### config.mk
export PLATFORM = sky130hd
export DESIGN_NAME = ifmap_spad_ctrl
export DESIGN_NICKNAME = d
export VERILOG_FILES = /design/src/rtl/ifmap_spad_ctrl.sv
export SDC_FILE = /design/constraint.sdc
export NUM_CORES = 1
export LEC_CHECK = 0
export CAP_MARGIN = 30
export CORE_ASPECT_RATIO = 1.1
export CORE_UTILIZATION = 40
export CTS_CLUSTER_DIAMETER = 30
export DETAILED_ROUTE_END_ITERATION = 12
export PLACE_DENSITY_LB_ADDON = 0.2
export SETUP_SLACK_MARGIN = 0.3
export SYNTH_ARGS = -nofsm -noshare
export SYNTH_HDL_FRONTEND = slang
export SYNTH_SLANG_ARGS = --single-unit
export TNS_END_PERCENT = 1
### constraint.sdc
create_clock -name clk -period 5.75 [get_ports clk]
set_input_delay 1.15 -clock clk [delete_from_list [all_inputs] [get_ports clk]]
set_output_delay 1.15 -clock clk [all_outputs]
set_load 0.1 [all_outputs]
### src/rtl/ifmap_spad_ctrl.sv
// ifmap_spad_ctrl
// ---------------
// This block sequences one PE's ifmap scratch pad. The scratch pad holds DEPTH entries,
// writes on the negative edge and has a single address port shared with its write enable.
//
// Operation:
//   FILL  Takes a row of W ifmap words through a valid/ready handshake.
//         Writes them to spad addresses 0..W-1.
//   READ  Replays the row toward the MAC as a 1-D sliding window
//         (filter width S, stride T). Each beat carries first/last/last-window tags.
//   DONE  Pulses done for one cycle. err is raised with it when the config was illegal.
//
// Optional feature (macro IFMAP_SPAD_CTRL_REUSE_EN):
//   Adds input port 'reuse'. A start with reuse=1 skips FILL. It replays the row left in
//   the spad by the last completed FILL, using the new S/T.
//
// Ports:
//   clk, reset                  clock (posedge) and synchronous active-high reset
//   start, cfg_width/filt/stride   start pulse and row config (W, S, T)
//   in_valid, in_data, in_ready    ifmap input handshake
//   spad_addr, spad_we, spad_data_in, spad_data_out   scratch pad interface
//   mac_valid, mac_ready, mac_data, mac_first, mac_last, mac_last_win   MAC side
//   busy, done, err             status
module ifmap_spad_ctrl #(
  parameter int unsigned DATA_W = 16,
  parameter int unsigned DEPTH  = 12,
  parameter int unsigned AW     = 4
) (
  input  logic              clk,
  input  logic              reset,
  input  logic              start,
  input  logic [3:0]        cfg_width,
  input  logic [3:0]        cfg_filt,
  input  logic [1:0]        cfg_stride,
`ifdef IFMAP_SPAD_CTRL_REUSE_EN
  input  logic              reuse,
`endif
  input  logic              in_valid,
  input  logic [DATA_W-1:0] in_data,
  output logic              in_ready,
  output logic [AW-1:0]     spad_addr,
  output logic              spad_we,
  output logic [DATA_W-1:0] spad_data_in,
  input  logic [DATA_W-1:0] spad_data_out,
  output logic              mac_valid,
  input  logic              mac_ready,
  output logic [DATA_W-1:0] mac_data,
  output logic              mac_first,
  output logic              mac_last,
  output logic              mac_last_win,
  output logic              busy,
  output logic              done,
  output logic              err
);

  localparam int unsigned CW = 4;
  localparam logic [CW-1:0] DepthC = CW'(DEPTH);

  typedef enum logic [1:0] {StIdle, StFill, StRead, StDone} state_e;

  state_e        state_q, state_d;
  logic [CW-1:0] w_q, w_d, s_q, s_d, p_q, p_d;
  logic [1:0]    t_q, t_d;
  logic [AW-1:0] wr_ptr_q, wr_ptr_d;
  logic [CW-1:0] tap_q, tap_d, win_q, win_d;
  // Window base (win*T) and current read address (base+tap) are tracked incrementally.
  logic [AW-1:0] base_q, base_d, rd_addr_q, rd_addr_d;
  logic          err_q, err_d;
  // Set once a FILL has completed since reset. fill_w_q holds that row's length.
  logic          filled_q, filled_d;
  logic [CW-1:0] fill_w_q, fill_w_d;

  logic          reuse_req;
  logic [CW-1:0] src_w;
  logic          legal;
  logic [AW-1:0] t_ext;

`ifdef IFMAP_SPAD_CTRL_REUSE_EN
  assign reuse_req = reuse;
`else
  assign reuse_req = 1'b0;
`endif

  assign t_ext = AW'(t_q);

  // Number of windows P = floor((W-S)/T) + 1. Only used with S <= W and T in 1..3.
  function automatic logic [CW-1:0] calc_p(input logic [CW-1:0] w, input logic [CW-1:0] s,
                                           input logic [1:0] t);
    logic [CW-1:0] d;
    d = w - s;
    case (t)
      2'd2:    calc_p = (d >> 1) + 4'd1;
      2'd3:    calc_p = (d / 4'd3) + 4'd1;
      default: calc_p = d + 4'd1;
    endcase
  endfunction

  // A reuse request is checked against the length of the retained row.
  always_comb begin
    src_w = reuse_req ? fill_w_q : cfg_width;
    legal = (src_w != 4'd0) && (src_w <= DepthC) && (cfg_filt != 4'd0) &&
            (cfg_filt <= src_w) && (cfg_stride != 2'd0) && (!reuse_req || filled_q);
  end

  always_comb begin
    state_d   = state_q;
    w_d       = w_q;
    s_d       = s_q;
    t_d       = t_q;
    p_d       = p_q;
    wr_ptr_d  = wr_ptr_q;
    tap_d     = tap_q;
    win_d     = win_q;
    base_d    = base_q;
    rd_addr_d = rd_addr_q;
    err_d     = err_q;
    filled_d  = filled_q;
    fill_w_d  = fill_w_q;

    case (state_q)
      StIdle: begin
        if (start) begin
          w_d   = src_w;
          s_d   = cfg_filt;
          t_d   = cfg_stride;
          err_d = !legal;
          if (!legal) begin
            state_d = StDone;
          end else if (reuse_req) begin
            state_d   = StRead;
            tap_d     = '0;
            win_d     = '0;
            base_d    = '0;
            rd_addr_d = '0;
            p_d       = calc_p(src_w, cfg_filt, cfg_stride);
          end else begin
            state_d  = StFill;
            wr_ptr_d = '0;
          end
        end
      end
      StFill: begin
        if (in_valid) begin
          wr_ptr_d = wr_ptr_q + AW'(1);
          if (wr_ptr_q == AW'(w_q - 4'd1)) begin
            state_d   = StRead;
            tap_d     = '0;
            win_d     = '0;
            base_d    = '0;
            rd_addr_d = '0;
            p_d       = calc_p(w_q, s_q, t_q);
            filled_d  = 1'b1;
            fill_w_d  = w_q;
          end
        end
      end
      StRead: begin
        if (mac_ready) begin
          if (tap_q == s_q - 4'd1) begin
            tap_d     = '0;
            win_d     = win_q + 4'd1;
            base_d    = base_q + t_ext;
            rd_addr_d = base_q + t_ext;
            if (win_q == p_q - 4'd1) begin
              state_d = StDone;
            end
          end else begin
            tap_d     = tap_q + 4'd1;
            rd_addr_d = rd_addr_q + AW'(1);
          end
        end
      end
      StDone: begin
        state_d = StIdle;
        err_d   = 1'b0;
      end
      default: state_d = StIdle;
    endcase
  end

  always_ff @(posedge clk) begin
    if (reset) begin
      state_q   <= StIdle;
      w_q       <= '0;
      s_q       <= '0;
      t_q       <= '0;
      p_q       <= '0;
      wr_ptr_q  <= '0;
      tap_q     <= '0;
      win_q     <= '0;
      base_q    <= '0;
      rd_addr_q <= '0;
      err_q     <= 1'b0;
      filled_q  <= 1'b0;
      fill_w_q  <= '0;
    end else begin
      state_q   <= state_d;
      w_q       <= w_d;
      s_q       <= s_d;
      t_q       <= t_d;
      p_q       <= p_d;
      wr_ptr_q  <= wr_ptr_d;
      tap_q     <= tap_d;
      win_q     <= win_d;
      base_q    <= base_d;
      rd_addr_q <= rd_addr_d;
      err_q     <= err_d;
      filled_q  <= filled_d;
      fill_w_q  <= fill_w_d;
    end
  end

  // Outputs decode flops only, except the write enable and the data passthroughs.
  always_comb begin
    in_ready     = (state_q == StFill);
    spad_we      = (state_q == StFill) && in_valid;
    spad_data_in = in_data;
    mac_data     = spad_data_out;
    mac_valid    = (state_q == StRead);
    mac_first    = (state_q == StRead) && (tap_q == 4'd0);
    mac_last     = (state_q == StRead) && (tap_q == s_q - 4'd1);
    mac_last_win = (state_q == StRead) && (win_q == p_q - 4'd1);
    busy         = (state_q != StIdle);
    done         = (state_q == StDone);
    err          = (state_q == StDone) && err_q;
    case (state_q)
      StFill:  spad_addr = wr_ptr_q;
      StRead:  spad_addr = rd_addr_q;
      default: spad_addr = '0;
    endcase
  end

endmodule

==> results by stage <==
Synthesis:
- Yosys printed 0 warnings.
- The number of standard cells after synthesis is 368.
- The synthesized design contains 37 register bits.
- Averaged over all synthesized cells, the footprint is 8.00 um2.
- The portion of the post-synthesis area used by sequential elements is 0.251.
- In the post-synthesis netlist, the cell with the most instances is nand2_1.
- Counting every net in the synthesized netlist gives 441.
- dfxtp_1 takes more of the synthesized area than any other cell.
- For this run, asynchronously set or reset flops after synthesis account for 0.
- Ranked by total cell area, the synthesized netlist is headed by dfxtp_1 (25%), ha_1 (10%), buf_4 (8.7%).
- Sorting the synthesized cells by how often they occur yields nand2_1 (44), dfxtp_1 (37), buf_4 (34), a21oi_1 (29), inv_1 (29).
- Of the post-synthesis cell area, the dominant cell type holds 0.251.
- The netlist uses 54 different library cells.
- The leading register cell type out of synthesis is dfxtp_1.
- The number of enable flip-flop cells after synthesis is 0.
- The area of the mapped netlist is 2950 um2.

Layout:
- The share of post-route cells with drive strength above 1 is 0.0529.
- The area growth from synthesis to layout is 7.48%.
- The count of placed standard cells in the final layout, fillers left out is 444.
- The repair_antennas step left the layout with diodes totalling 0.
- The net count of the finished layout is 431.

Placed design:
- The placed wire-length estimate is 4930 um.
- Buffers placed on the I/O ports in this run total 27.
- At the end of routability-driven placement, the weighted congestion stood at 0.824.
- The instance count after placement with tap cells included is 436.

Pwr:
- The leakage power of the design is 0.00118 uW.
- The net switching power is 539 uW.
- The sequential fraction of design power is 0.279.
- The switching share of total power is 0.443.
- The worst-case IR drop observed on VDD is 0.000201 V.
- The share of total power dissipated in the clock network is 0.220.
- The share of total power dissipated in combinational logic is 0.501.
- Dividing total power by cell area gives a power density of 385 nW/um2.
- The internal power summed over all cells is 679 uW.

STA:
- The final total negative setup slack is 0 ps.
- For the pin with the worst max-slew slack, the measured transition is 972 ps.
- The final worst clock skew is 10.6 ps.
- Setup violations remaining at the end of the flow were counted as 0.
- The smallest hold slack is 465 ps.
- Setup repair after global routing left no endpoint under its margin.
- The minimum period implied by the final worst setup slack is 4170 ps.
- In this run the tightest slew margin relative to its limit is 0.350.
- The timing-limited maximum frequency is 240 MHz.
- In the finished design, the share of the clock period the worst path needs comes to 0.725.
- The final number of hold-violating endpoints is 0.
- The final count of pins violating max slew is 0.

CTS:
- The number of hold buffers added after CTS is 0.
- TritonCTS built the clock tree.
- The clock slew seen by the registers of the worst setup and hold paths is 80 ps.
- The TritonCTS buffer count is 5.
- The clock net in this run drives a total of 37 sinks.
- Clock latency on the worst-skew pair, taken at its later pin, is 290 ps.
- The number of gates given a new drive strength after cts is 0.
- The H-tree was split into 2 levels.
- The maximum clock path buffer count is 2.
- The number of buffers inserted by post-CTS setup repair is 0.
- The root buffer cell chosen for the clock tree is clkbuf_8.

Global route:
- The initial antenna violation count is 0.
- The first-pass GRT wire length is 11100 um.
- The total routing usage reported by global routing is 0.175.
- Summed over all layers, the global routing overflow is 0.
- The maximum number of pins on one net before global-route repair is 21.
- The number of global-route vias before repair is 2371.

Worst setup path:
- The worst setup path is captured at an output port.
- For the worst setup path, the data required time is 4600 ps.
- The class of the most critical setup path is reg -> out.
- At the worst endpoint, the arrival time is 3020 ps.
- Setup slack on the worst reg-to-reg path comes out at 2210 ps.
- The kind of start point of the critical path is a flip-flop.
- In this run the worst path has a maximum fanout of 5.

Outcome:
- The run finished, with violations left.
- The final reports fail on DRC.

Routing:
- The number of design rule violations left after detail routing is 13.
- For this block, the via count after detailed routing is 2420.
- Before antenna repair, the detailed router went through 8 iterations.
- In the final routed layout, each cell accounts on average for 14.5 um.
- For this block, the initial DRC count from the detailed router was 108.
- The final layout contains routed wiring with a total length of 6420 um.
- In this run the remaining antenna-violating nets after routing total 0.
- After detailed routing, the number of vias per cell comes to 5.45.

Floorplanning:
- The initial utilization of the core area, before any placement, comes to 0.416.
- The floorplan has 32 rows.
- The die covers 7710 um2.
- The top-level port count is 92.
- From left edge to right edge, the die measures 83.8 um.
- The core region is 7090 um2.
- The die height is 92 um.

Flow run:
- The count of maximum capacitance violations is 0.

Worst hold path:
- The min-delay analysis places its worst path in the category reg -> reg.
[power by group through the flow]
stage	clock (uW)	combinational [uW]	sequential (uW)
6_report	268	610	339
5_1_grt	285	677	347
4_1_cts	275	612	339
3_5_place_dp	0	610	345
3_3_place_gp	0	609	345
2_1_floorplan	0	601	330
[worst paths after layout]
check,start,end,depth (start not counted)
setup reg to reg,s_q[2]$_SDFFE_PP0P_,p_q[2]$_SDFFE_PP0P_,16
setup / recovery,s_q[0]$_SDFFE_PP0P_,mac_last,6
hold / removal,base_q[0]$_SDFFE_PP0P_,base_q[0]$_SDFFE_PP0P_,2
hold reg to reg,base_q[0]$_SDFFE_PP0P_,base_q[0]$_SDFFE_PP0P_,2
[per-layer routing]
| layer | track usage | vias up | wire length, um | share of wire |
|---|---|---|---|---|
| li1 | - | 1240 | - | - |
| met1 | 0.228 | 1120 | 3040 | 0.47 |
| met2 | 0.303 | 46 | 3060 | 0.48 |
| met3 | 0.0243 | 14 | 256 | 0.040 |
| met4 | 0.0489 | 0 | 68 | 0.011 |
| met5 | 0 | - | 0 | 0 |
[cells by family (layout without fill, tap and decap cells)]
group | count (synthesis) | after routing | synth area share
simple gates | 118 | 118 | 0.205
compound gates | 82 | 82 | 0.186
buf+inv | 74 | 65 | 0.138
flops | 37 | 37 | 0.251
xor+xnor | 29 | 29 | 0.0964
fa+ha+maj | 26 | 26 | 0.116
mux | 2 | 2 | 0.00722
[layout make-up]
type / instances / area [um2]
Tap cell: 85 / 106
Multi-Input combinational cell: 257 / 1800
Timing Repair Buffer: 28 / 278
Sequential cell: 37 / 741
Fill cell: 727 / 3920
Inverter: 29 / 109
Clock buffer: 5 / 68.8
Clock inverter: 3 / 65.1
[state kept, by name, summed over array words and instances, names as in the netlist]
signal and flops:
t_q 2, rd_addr_q 4, s_q 4, w_q 4, tap_q 4, base_q 4, win_q 4, err_q 1
p_q 4, wr_ptr_q 4, state_q 2
[cell usage in the layout (no fill, tap or decap), drive strengths merged, types with 2 or more instances in the layout]
master,n
nand2,44
dfxtp,37
inv,29
a21oi,29
clkdlybuf4s50,27
ha,24
xnor2,18
nor2,16
o21ai,13
nand3,12
xor2,10
nor3,9
nor2b,7
a211oi,7
nand4,6
a22oi,5
o32ai,5
clkbuf,5
and2,4
nand2b,4
nand4b,3
or3,3
a311oi,3
o21a,3
nor4,3
o221ai,2
and3,2
a21o,2
a31oi,2
a41oi,2
fa,2
bufinv,2
[worst max-delay path: stages (launching register included)]
cell             delay (ps)
dfxtp_1                 410
inv_1                    60
ha_1                    300
xnor2_1                 130
nor3_1                  350
and3_1                  300
clkdlybuf4s50_1        1170
[through the flow]
step / total power [uW] / worst slack, ps / util / cell area (um2)
after floorplan: 931 / 890 / - / 2950
after global placement: 954 / 1640 / 0.428 / 3030
after detailed placement: 955 / 1640 / 0.428 / 3030
after CTS: 1230 / 1570 / 0.447 / 3170
after global routing: 1310 / 1430 / 0.447 / 3170
final: 1220 / 1580 / 0.447 / 3170
No activity file was read; power rests on OpenSTA's default activity.
==> variant, RTL diff (config.mk and constraints unchanged) <==
Register the output `err`; this adds one clock of latency there. The other outputs are not delayed to match. Comments in the files are not updated.
--- a/src/rtl/ifmap_spad_ctrl.sv
+++ b/src/rtl/ifmap_spad_ctrl.sv
@@ -58,6 +58,8 @@
 
   typedef enum logic [1:0] {StIdle, StFill, StRead, StDone} state_e;
 
+  logic err_c;
+
   state_e        state_q, state_d;
   logic [CW-1:0] w_q, w_d, s_q, s_d, p_q, p_d;
   logic [1:0]    t_q, t_d;
@@ -222,7 +224,7 @@
     mac_last_win = (state_q == StRead) && (win_q == p_q - 4'd1);
     busy         = (state_q != StIdle);
     done         = (state_q == StDone);
-    err          = (state_q == StDone) && err_q;
+    err_c        = (state_q == StDone) && err_q;
     case (state_q)
       StFill:  spad_addr = wr_ptr_q;
       StRead:  spad_addr = rd_addr_q;
@@ -230,5 +232,9 @@
     endcase
   end
 
+  always_ff @(posedge clk) begin
+    err <= err_c;
+  end
+
 endmodule
 
Formal check against the unedited RTL: not equivalent (Yosys sat finds a counterexample within 4 cycles, from zero or initial values and one cycle with reset high).
==> variant against the original RTL <==
The run still ends with design-rule violations left; area after synthesis up 0.68%; cell area down 0.71%; routed wire length up 2.6%; via count up 1.3%; sequential cell count up 1; power down 5.5%; setup slack better by 0.034 ns; first-iteration DRC count up 6.5%; synthesized cell count up 0.27%; final cell count up 0.23%; largest power group unchanged; highest routed layer unchanged.
==> variant: results (changes against the original RTL) <==
stage,metric,value,unit,change
global_route,largest net degree at the start of global routing,36,,+71%
yosys,Synth Flop Type,dfxtp_1,,
global_route,met3 Track Usage GR,3.57,%,+1.1 points
timing,Worst Skew,0.00458,ns,-0.00604 ns
power_and_ir_drop,Peak VDD IR,0.202,mV,+0.49%
layout,Layout Area Growth over Synthesis,5.99,%,
setup_path,R2R setup slack,2.27,ns,+0.06 ns
clock_network,Clock transition at path regs,0.08,ns,about the same
place,Setup WS pre-CTS,1.64,ns,-0.00200 ns
yosys,Syn Nets,442,,+0.23%
power_and_ir_drop,static leakage,1.17,nW,-1.0%
run_status,status,"finished, violations left",,
clock_network,H-tree depth,2,,unchanged
place,GP Congestion,0.831,,+0.78%
routing,Met3 Wirelength,265,um,+3.5%
place,DP Area,0.00305,mm^2,+0.66%
place,DP HPWL,4.96,mm,+0.54%
routing,met1 wire length,3.08,mm,+1.4%
routing,DRC Markers,12,,-1
routing,WL per Instance,14.8,um,+2.4%
global_route,GRT Total Usage,17.7,%,+0.15 points
global_route,initial antenna violation count,0,,unchanged
yosys,Post-Syn Area per Cell,8.04,um^2,+0.41%
global_route,grt met1 use,21.7,%,-1.1 points
global_route,met2 Use GR,31.3,%,+1.0 points
routing,Vias,2452,,+1.3%
routing,met2 WL post-DR,3.20,mm,+4.4%
yosys,Synth area leaders,"dfxtp_1 26%, ha_1 10%, buf_4 8.6%",,
routing,top sig layer,met4,,
layout,Non-Filler Instances,445,,+0.23%
yosys,sequential fraction of the synthesis area,25.7,%,+0.51 points
timing,achievable clock frequency,0.242,GHz,+0.82%
layout,Final #Nets,432,,+0.23%
setup_path,Critical Path AT,2.99,ns,-0.03 ns
layout,fill count,726,,-0.14%
layout,n_diodes,0,,unchanged
clock_network,TritonCTS Buffers,5,,unchanged
global_route,vias in the first global route,2358,,-0.55%
timing,Least-Margin Pin Slew,0.973,ns,+0.00170 ns
layout,share of layout cells above drive strength 1,5.00,%,-0.29 points
yosys,"top cells by count, synth","44 x nand2_1, 38 x dfxtp_1, 34 x buf_4",,
routing,Initial DRC Count,115,,+6.5%
place,Post-Place Cells,437,,+0.23%
setup_path,CP Capture Point,mac_last,,
run_status,failing checks,design-rule violations,,
setup_path,R2R depth,16,,unchanged
[variant: cell count changes in the layout (fill, tap and decap cells not counted), sizes merged]
| cell | before | now |
|---|---|---|
| bufinv | 2 | 0 |
| clkbuf | 5 | 7 |
| dfxtp | 37 | 38 |
[variant: cell type report]
cell class	count	area share, %
clock buffer	7	2.75
clock inverter	1	0.159
timing repair buffer	28	8.84
tap	85	3.38
sequential	38	24.2
inverter	29	3.46
multi-input combinational	257	57.2
[variant: worst min-delay path by stage]
stage                     cells after the start                    from                      to  slack, ns
after global routing                          1      err_q$_SDFFE_PP0P_             err$_DFF_P_       0.51
after floorplan                               1      err_q$_SDFFE_PP0P_             err$_DFF_P_       0.43
after global placement                        2      err_q$_SDFFE_PP0P_      err_q$_SDFFE_PP0P_       0.45
after CTS                                     2  base_q[3]$_SDFFE_PP0P_  base_q[3]$_SDFFE_PP0P_       0.47
final                                         2  base_q[0]$_SDFFE_PP0P_  base_q[0]$_SDFFE_PP0P_       0.47
after detailed placement                      2  base_q[3]$_SDFFE_PP0P_  base_q[3]$_SDFFE_PP0P_       0.46
[variant: logic make-up (layout without fill, tap and decap cells)]
logic type | after synthesis | in the layout | share of synthesized area (%)
mux | 2 | 2 | 0.717
flops | 38 | 38 | 25.7
fa+ha+maj | 26 | 26 | 11.5
compound gates | 82 | 82 | 18.5
simple gates | 118 | 118 | 20.3
xor+xnor | 29 | 29 | 9.58
buf+inv | 74 | 65 | 13.7
[variant: power by group]
part,total (mW),internal [mW],switching (mW)
Clock,0.195,0.0969,0.0977
Sequential,0.345,0.298,0.0475
Combinational,0.611,0.216,0.395
[variant: critical path, cell delays in order, from the launching register on]
cell             delay (ns)
dfxtp_1                0.41
inv_1                  0.06
ha_1                   0.30
xnor2_1                0.13
nor3_1                 0.33
and3_1                 0.30
clkdlybuf4s50_1        1.16
